<file path="src/rtl/timer_multi_ch.sv">
// Multi-channel up-counting timer with a shared tick prescaler, one-shot or periodic per channel.
// Define TIMER_IRQ_STICKY_EN to make out_int sticky until int_clr; otherwise out_int is a one-cycle pulse.
//
// state | meaning
// IDLE  | channel stopped, cnt holds last value (dur after one-shot expiry, 0 after reset/zero load)
// RUN   | counting up by one per prescaler tick
// PAUSE | stop_sig held, cnt frozen
module timer_multi_ch #(
    parameter int WIDTH      = 8,
    parameter int CHANNELS   = 4,
    parameter int PRESCALE_W = 4
) (
    input  logic                      clk,
    input  logic                      rst,
    input  logic [CHANNELS-1:0]       load,
    input  logic [CHANNELS*WIDTH-1:0] time_dur,
    input  logic [CHANNELS-1:0]       mode,
    input  logic [CHANNELS-1:0]       stop_sig,
    input  logic [PRESCALE_W-1:0]     prescale,
    input  logic [CHANNELS-1:0]       int_clr,
    output logic [CHANNELS*WIDTH-1:0] cnt,
    output logic [CHANNELS-1:0]       out_int,
    output logic [CHANNELS-1:0]       busy,
    output logic                      irq
);

`ifdef TIMER_IRQ_STICKY_EN
    localparam logic STICKY = 1'b1;
`else
    localparam logic STICKY = 1'b0;
`endif

    typedef enum logic [1:0] {IDLE, RUN, PAUSE} state_t;

    logic [PRESCALE_W-1:0] pre_cnt;
    logic                  tick;

    assign tick = (pre_cnt == prescale);

    always_ff @(posedge clk) begin
        if (rst) begin
            pre_cnt <= '0;
        end else if (tick) begin
            pre_cnt <= '0;
        end else begin
            pre_cnt <= pre_cnt + 1'b1;
        end
    end

    for (genvar k = 0; k < CHANNELS; k++) begin : g_ch
        state_t           state;
        logic [WIDTH-1:0] cnt_q;
        logic [WIDTH-1:0] dur_q;
        logic [WIDTH-1:0] dur_in;
        logic [WIDTH-1:0] cnt_inc;
        logic             mode_q;
        logic             int_q;
        logic             busy_q;

        assign dur_in  = time_dur[k*WIDTH +: WIDTH];
        assign cnt_inc = cnt_q + 1'b1;

        always_ff @(posedge clk) begin
            if (rst) begin
                state  <= IDLE;
                cnt_q  <= '0;
                dur_q  <= '0;
                mode_q <= 1'b0;
                int_q  <= 1'b0;
                busy_q <= 1'b0;
            end else begin
                // A new expiry below overrides a same-cycle clear.
                int_q <= STICKY & int_q & ~int_clr[k];
                if (load[k]) begin
                    cnt_q <= '0;
                    if (dur_in != '0) begin
                        state  <= RUN;
                        busy_q <= 1'b1;
                        dur_q  <= dur_in;
                        mode_q <= mode[k];
                    end else begin
                        state  <= IDLE;
                        busy_q <= 1'b0;
                    end
                end else begin
                    case (state)
                        RUN: begin
                            if (stop_sig[k]) begin
                                state <= PAUSE;
                            end else if (tick) begin
                                if (cnt_q == dur_q) begin
                                    cnt_q <= '0;
                                end else begin
                                    cnt_q <= cnt_inc;
                                    if (cnt_inc == dur_q) begin
                                        int_q <= 1'b1;
                                        if (!mode_q) begin
                                            state  <= IDLE;
                                            busy_q <= 1'b0;
                                        end
                                    end
                                end
                            end
                        end
                        // The release edge only re-enters RUN; counting picks up on the next tick.
                        PAUSE: begin
                            if (!stop_sig[k]) begin
                                state <= RUN;
                            end
                        end
                        default: ;
                    endcase
                end
            end
        end

        assign cnt[k*WIDTH +: WIDTH] = cnt_q;
        assign out_int[k]            = int_q;
        assign busy[k]               = busy_q;
    end

    assign irq = |out_int;

endmodule

</file>
<file path="config.mk">
export PLATFORM = sky130hd
export DESIGN_NAME = timer_multi_ch
export DESIGN_NICKNAME = d
export VERILOG_FILES = /design/src/rtl/timer_multi_ch.sv
export SDC_FILE = /design/constraint.sdc
export NUM_CORES = 1
export LEC_CHECK = 0
export ABC_AREA = 0
export CELL_PAD_IN_SITES_DETAIL_PLACEMENT = 1
export CELL_PAD_IN_SITES_GLOBAL_PLACEMENT = 2
export CORE_ASPECT_RATIO = 1.25
export CORE_MARGIN = 5
export CORE_UTILIZATION = 27
export DETAILED_ROUTE_END_ITERATION = 10
export GPL_TIMING_DRIVEN = 0
export HOLD_SLACK_MARGIN = 0.02
export PLACE_DENSITY_LB_ADDON = 0.1
export REMOVE_ABC_BUFFERS = 1
export SYNTH_ARGS = -nofsm -noshare
export SYNTH_HDL_FRONTEND = slang
export SYNTH_SLANG_ARGS = --single-unit
</file>
<file path="constraint.sdc">
create_clock -name clk -period 2.1 [get_ports clk]
set_input_delay 0.63 -clock clk [delete_from_list [all_inputs] [get_ports clk]]
set_output_delay 0.63 -clock clk [all_outputs]
set_load 0.01 [all_outputs]
</file>
# Yosys cells after proc, flatten, opt, wreduce, memory -nomap -nowiden
# Cells that the tools add are included.
# Widths: inputs -> output; s select.
dict set report op_classes {
  n_addsub 5
  n_eq_ne 49
  mux 76
  bitwise 9
  reduce_logical 46
}
# op n
set ops {}
lappend ops {{$eq 8x8->1} 8}
lappend ops {{$ne 4x4->1 const B} 16}
lappend ops {{$mux 2} 28}
lappend ops {{$reduce_and 6->1} 8}
lappend ops {{$mux 1} 40}
lappend ops {{$add 8x1->8 const B} 4}
lappend ops {{$mux 8} 4}
lappend ops {{$reduce_bool 8->1} 4}
lappend ops {{$ne 2x2->1 const B} 12}
lappend ops {{$reduce_bool 2->1} 12}
lappend ops {{$reduce_or 6->1} 4}
lappend ops {{$pmux 2 s2} 4}
lappend ops {{$ne 3x3->1 const B} 4}
lappend ops {{$reduce_and 3->1} 4}
lappend ops {{$reduce_bool 3->1} 4}
lappend ops {{$reduce_or 2->1} 5}
lappend ops {{$not 1->1} 9}
lappend ops {{$eq 2x1->1 const B} 4}
lappend ops {{$eq 2x2->1 const B} 4}
lappend ops {{$reduce_and 2->1} 4}
lappend ops {{$add 4x1->4 const B} 1}
lappend ops {{$eq 4x4->1} 1}
lappend ops {{$reduce_or 4->1} 1}
dict set report word_totals {
  ff_bits 88
  output_inout_bits 41
  wordCells 210
}

# Longest topological paths before layout
dict set report logic_depth {
  depth_word 8
  depth_mapped 8
  depth_no_buf 7
}

# Worst setup path after synthesis
# OpenSTA, ideal clock, no wires.
dict set report synth_path {
  kind {register to register}
  from {register g_ch[3].cnt_q[0]}
  to {register g_ch[3].state[0]}
  setup_time_ps 137
  arrival_ps 2122
  required_time_ps 1963
  path_slack_ps -159
  path_stages_with_launch 8
  path_buffers 0
  cell_sequence {dfxtp_1 -> ha_1 -> and3_4 -> and3_4 -> xor2_1 -> or4_4 -> nor4b_4 -> o221ai_1}
}
dict set report synth_between {
  elab_chain_cells 4
  word_cells_on_any_way 6
  classes_between {1 x add/sub; 4 x eq/ne; 1 x reduce/logical}
}
# element line
set synth_lines {}
lappend synth_lines {{from (decl)} 52} ;# logic [WIDTH-1:0] cnt_q;
lappend synth_lines {{from (signal assigned)} 94} ;# cnt_q <= cnt_inc;
lappend synth_lines {{$add 8x1->8} 61} ;# assign cnt_inc = cnt_q + 1'b1;
lappend synth_lines {{$eq 8x8->1} 95} ;# if (cnt_inc == dur_q) begin
lappend synth_lines {{$ne 4x4->1 (no source line)} --}
lappend synth_lines {{$reduce_and 6->1 (no source line) (*)} --}
lappend synth_lines {{to (signal assigned)} 65} ;# state <= IDLE;
lappend synth_lines {{to (signal assigned)} 98} ;# state <= IDLE;
lappend synth_lines {{to (signal assigned)} 108} ;# state <= RUN;
lappend synth_lines {{to (decl)} 51} ;# state_t state;
# Mark *: on every way between the ends. The rest lies on a longest branch, timed or not.
# A chain may end at the register's enable or synchronous reset.

# Final worst setup path
dict set report layout_path {
  from {register g_ch[3].cnt_q[0]}
  to {register g_ch[3].busy_q}
}
dict set report layout_between {
  elab_chain_cells 4
  word_cells_on_any_way 6
  classes_between {1 x add/sub; 3 x eq/ne; 2 x reduce/logical}
}
# element line
set layout_lines {}
lappend layout_lines {{$add 8x1->8} 61}
lappend layout_lines {{$eq 8x8->1} 95}
lappend layout_lines {{$reduce_bool 2->1 (no source line)} --}
lappend layout_lines {{$reduce_and 6->1 (no source line) (*)} --}
lappend layout_lines {{to (signal assigned)} 70} ;# busy_q <= 1'b0;
lappend layout_lines {{to (signal assigned)} 78} ;# busy_q <= 1'b1;
lappend layout_lines {{to (signal assigned)} 99} ;# busy_q <= 1'b0;
lappend layout_lines {{to (decl)} 58} ;# logic busy_q;
# Marks and branches as above.

==> run summary <==
first-pass GRT wire length: 23,700 um
Worst Hold Class: reg -> reg
DR vias: 4,524
I/O Buffers: 90
Clock Sink Count: 88
worst hold slack: 0.470 ns
Synth cell types: 60
final setup margin: -0.0186 ns
peak supply drop: 0.328 mV
Initial Util: 27.2%
total CTS buffers: 9
actual slew at the worst max-slew pin: 0.646 ns
final hold violations: 0
Layout area overhead: 41.8%
Worst Path Max Fanout: 5
worst path required time: 2.31 ns
TritonCTS clock tree: done
drt initial violations: 144
crit share post-route: 101%
initial antenna violation count: 0
final net count: 743
synthesized area per cell: 8.03 um2
register area share after synthesis: 37.3%
largest family of logic cells by synthesized area: simple AND/OR/NAND/NOR gates
final worst path period need: 2.12 ns
Clock Pin Slew Worst Setup and Hold Paths: 0.07 ns
critical path startpoint category: register
num rows: 54
register area: 0.00181 mm2
Yosys top cell by area: dfxtp_1
GRT overflow: 0
drt total wl: 15,000 um
Synth Instances: 588
GRT Total Usage: 14.5%
pin count of the biggest net entering global routing: 49
top cell type's share of synthesized area: 37.3%
NetSw: 0.00103 W
H-Tree Depth: 3
number of setup violations in the final report: 2
clock latency at the later pin of the worst-skew pair: 0.34 ns
number of I/O pins: 95
Slew Limit Fails: 0
Post-Synth XOR/XNOR Area: 12.2%
Post-synth EDFFs: 0
clock network power share: 44.4%
synth warn: 0
Seq cells post-synth: 88
failing checks: setup timing
Die Wd: 128 um
clk_skew: 0.00708 ns
adder-cell share of the synthesized area: 1.54%
Synth async-reset ratio: 0%
Critical Path End Type: register
Compound-Gate Fraction of Synth Area: 16.0%
unrepaired setup endpoints after global routing: yes
Die ar.: 0.0203 mm2
simple-gate share of the synthesized area: 27.1%
root cell of the clock tree: clkbuf_16
top cells by area, synth: dfxtp_1, xnor2_1, nand2_1
top cells by count, synth: dfxtp_1, nand2_1, nor2_1
number of diodes: 0
Max Freq: 472 MHz
DRC: 0
Post-CTS Hold Fix Bufs: 0
fill count: 2,015
WL per Instance: 16.4 um
detailed placement HPWL: 10,700 um
Synth Cell Area: 0.00472 mm2
layout cells sized above 1: 18.3%
Int Power: 0.00314 W
Power Total: 0.00418 W
1st-pass router iterations: 4
Setup Crit Path Kind: reg -> reg
Post-DRT Antenna Nets: 0
GPL Wtd Cong: 0.773
DR vias/cell: 4.96
Main synth FF type: dfxtp_1
Slew HR: 56.7%
# Max-Cap Violations: 0
Die Span Y: 158 um
Lkg Pwr: 2.34 nW
most common cell in the netlist: dfxtp_1
register share of total power: 42.5%
Sw Share: 24.7%
Core Region: 0.0174 mm2
vias in the first global route: 4,763
post-synthesis mux area share: 1.06%
Critical Path AT: 2.33 ns
Multi-input gate area: 0.00307 mm2
Combinational Power Share: 13.1%
Longest Clk Path Bufs: 2
outcome: finished with violations
Pwr Density: 624 mW/mm2
-- critical path, stage by stage, from the launching register on --
cell      delay [ns]
dfxtp_4         0.37
ha_4            0.15
and3_4          0.18
and3_4          0.18
xor2_1          0.15
or4_4           0.46
nor4b_4         0.34
a311oi_1        0.14
-- power groups by stage --
stage	combinational, W	clock, W	sequential, W
2_1_floorplan	0.000243	0	0.00181
3_3_place_gp	0.000444	0	0.00182
3_5_place_dp	0.000456	0	0.00182
4_1_cts	0.000495	0.00192	0.00178
5_1_grt	0.000599	0.00197	0.00178
6_report	0.000548	0.00185	0.00178
-- final timing paths --
path	start	endpoint	slack, ns	cells after the start
worst max-delay path	g_ch[3].cnt_q[0]	g_ch[3].busy_q	-0.02	7
worst min-delay path	g_ch[1].dur_q[6]	g_ch[1].dur_q[6]	0.47	2
worst max register to register	g_ch[3].cnt_q[0]	g_ch[3].busy_q	-0.02	7
worst min register to register	g_ch[1].dur_q[6]	g_ch[1].dur_q[6]	0.47	2
-- layout by cell type, fill, tap and decap left out, drive strengths merged, types with 3 or more instances in the layout --
cell,synthesis,final
nor3b,3,3
inv,13,13
dlygate4sd2,0,4
a21oi,50,50
a22oi,7,7
or2,5,5
nor3,7,7
dfxtp,88,88
and3,10,10
a21boi,3,3
nand3,15,15
ha,5,5
clkdlybuf4s50,0,84
a211oi,5,5
or3,8,8
nand4,13,13
a31oi,4,4
nand2,85,85
bufinv,0,3
nor2b,6,6
o311ai,3,3
clkbuf,17,10
o21ai,34,34
and2,3,3
or4,10,10
buf,17,30
mux2i,5,5
clkinv,0,4
nor2,57,57
nand3b,10,10
nand2b,3,3
xnor2,42,42
xor2,24,24
nor4,10,10
-- metrics by stage --
stage                     util, %  setup slack, ns  cell area, um2  TNS [ns]  std cells
after floorplan                 -           -0.228            4550     -2.91        554
after global placement       33.0            -1.71            5730    -99.87        868
after detailed placement     33.1            -1.04            5750    -56.78        869
after CTS                    36.8          0.00593            6390         0        897
after global routing         38.6           -0.100            6700    -0.194        913
final                        38.6          -0.0186            6700   -0.0221        913
-- final cells by class --
cell class | count | area share [%]
Inverter | 13 | 0.729
Clock buffer | 9 | 3.36
Tap cell | 224 | 4.19
Clock inverter | 7 | 1.64
Sequential cell | 88 | 27.0
Timing Repair Buffer | 119 | 17.2
Multi-Input combinational cell | 453 | 45.8
-- cells by family after synthesis --
group                      count (synthesis)
xor gates and xnor gates                  66
DFF                                       88
and+or+nand+nor                          251
buffers and inverters                     47
adders and majority gates                  6
AOI/OAI and AO/OA                        125
muxes                                      5
-- state kept, by name, summed over array words and instances (netlist names) --
name	cells
g_ch.int_q	4
g_ch.busy_q	4
g_ch.state	8
pre_cnt	4
g_ch.cnt_q	32
g_ch.dur_q	32
g_ch.mode_q	4
-- metal layers --
metal | GRT usage (%) | vias up | routed length, um
met4 | 5.61 | 0 | 219
met2 | 25.9 | 67 | 7670
met3 | 2.67 | 15 | 546
li1 | - | 2253 | -
met1 | 17.3 | 2189 | 6580
met5 | 0 | - | 0
-- what timing repair did --
action                                  in CTS  in global routing
resized for setup                           68                 34
pin swaps                                   13                 13
setup buffers                               12                 16
endpoints found under the setup margin      82                 35
Note: power is estimated with default switching activity, not from simulation.
==> patch: new RTL, same settings <==
`PRESCALE_W`: 4 -> 3.
--- a/src/rtl/timer_multi_ch.sv
+++ b/src/rtl/timer_multi_ch.sv
@@ -9,5 +9,5 @@
     parameter int WIDTH      = 8,
     parameter int CHANNELS   = 4,
-    parameter int PRESCALE_W = 4
+    parameter int PRESCALE_W = 3
 ) (
     input  logic                      clk,
Interface: changed (resized prescale); port bits go from 95 to 94. No check against the original RTL was run, so the function may have changed too.
==> patch against the unedited design <==
Clock power down 20%; utilization rose by 0.33 points; synthesized cell count shrank 0.51%; worst setup slack better by 0.073 ns; total power is 7.9% lower; critical path depth unchanged; final area shrank 1.8%; global-route usage up 0.34 points; wire length shrank 2.1%; sequential share of layout area barely moved; sequential cell count is 1 lower; non-clock buffer count rose by 3; synthesized area fell by 1.2%; critical path type is now primary input to flop; critical endpoint is now g_ch[0].mode_q; largest cell class unchanged; largest power group is now registers.
==> patch: results (changes against the unedited design) <==
[layout]
area_growth_pct=40.9
seq_area_share_pct=27.1  ; +0.032 points
multi_input_area_mm2=0.00301  ; -1.8%
nFillCells=1989  ; -1.3%
num-nonclk-inverters=10  ; -3
non_clock_buffer_count=122  ; +2.5%
clockNetworkAreaShare_pct=3.84  ; -1.2 points
nNetsFinal=737  ; -0.81%
reg_top3=g_ch.cnt_q x32, g_ch.dur_q x32, g_ch.state x8
nonClkBufAreaFrac_pct=18.5  ; +1.3 points
drive_gt1_share_pct=17.6  ; -0.67 points
comb.multi_input.count=449  ; -0.88%
clock_buffers=11  ; +2

[logic_synthesis]
synth_compound_area_share_pct=16.5  ; +0.52 points
synthAdderAreaFrac_pct=1.34  ; -0.20 points
synthMuxAreaShare_pct=2.15  ; +1.1 points
yosysSeqAreaShare_pct=37.3  ; about the same
yosys-top-cells-count=87 x dfxtp_1, 76 x nand2_1, 62 x a21oi_1
syn_inst=585  ; -0.51%
synth.area.top_cells=dfxtp_1 37%, xnor2_1 6.8%, a21oi_1 6.7%
synthDistinctLibCells=57  ; -5.0%
synth_xor_area_share_pct=11.6  ; -0.60 points

[floorplanning]
die_w_um=128  ; -0.55%

[placement]
port_buffers=89  ; -1.1%
routabilityCongestion=0.777  ; +0.49%
pre_cts_ws_ns=-1.38  ; -0.344 ns
dp_hpwl_um=10800  ; +1.2%
post_dp_cell_area_mm2=0.00568  ; -1.1%
post-place-cells=857  ; -1.4%

[routing]
vias=4496  ; -0.62%
drt-vias-per-instance=4.99  ; +0.70%
routed_wl_um=14700  ; -2.1%
firstDrtPassIters=4  ; unchanged
drt-initial-drc-count=118  ; -18%

[timing]
setup_viol=0  ; -2
fin_skew_ns=0.00664  ; -0.000445 ns
timing.hold.ws_ns=0.470  ; +0.000219 ns
timing.max_slew.rel_slack_pct=60.7  ; +4.0 points
fin_crit_sh_pct=97.4  ; -3.5 points

[worst_setup_path]
reg2reg_to=g_ch[1].busy_q
startpoint=time_dur[2]
cp.arrival_ns=2.26  ; -0.07 ns
r2r_slack_ns=0.12  ; +0.14 ns
crit_path_end=g_ch[0].mode_q
critPathMaxStageDelay_ns=0.51  ; +0.05 ns
ff2ff_path_depth=7  ; unchanged
worstReg2RegStart=g_ch[1].cnt_q[0]

[grt]
antenna_found_initial=0  ; unchanged
grtUsageTotal_pct=14.9  ; +0.34 points
grt_start_max_net_pins=30  ; -39%
grt_pass1_wl_um=24100  ; +1.4%
grt_pass1_vias=4734  ; -0.61%

[status]
status=complete, no violations

[hold_path]
hold_path.class=flop to flop
hold_start=g_ch[2].dur_q[4]
hold_end=g_ch[2].dur_q[4]

[clocking]
cts_max_path_buffers=2  ; unchanged
cts.sink_count=87  ; -1.1%

[power_and_ir_drop]
leakage_uw=0.00229  ; -2.2%
max-vdd-ir-drop_mv=0.295  ; -9.9%

patch: cell types whose count changed in the layout (fill, tap and decap cells not counted), sizes merged, moves of 4 or more:
cell	change
clkdlybuf4s50	-4
nand4	-7
o21ai	-5
a211oi	-4
nand2	-9
mux2i	+5
xnor2	-6
nand3	+4
buf	+7
nor3	+4
a21oi	+12
patch: timing repair:
action	4_1_cts	5_1_grt
buffers inserted	15	14
gates cloned	2	0
pin swaps	14	8
resized for setup	74	32
setup endpoints to repair	82	30
patch: per-layer routing:
metal	share of wire (%)	vias up	wire (um)	track usage [%]
met5	0	-	0	0
met1	42	2173	6240	16.8
met2	53	62	7770	27.9
met3	3.0	17	436	2.41
li1	-	2244	-	-
met4	1.7	0	253	5.61
patch: power by group:
part | total [uW] | switching, uW | internal (uW)
logic | 599 | 292 | 307
registers | 1760 | 58.7 | 1700
clock network | 1480 | 672 | 812
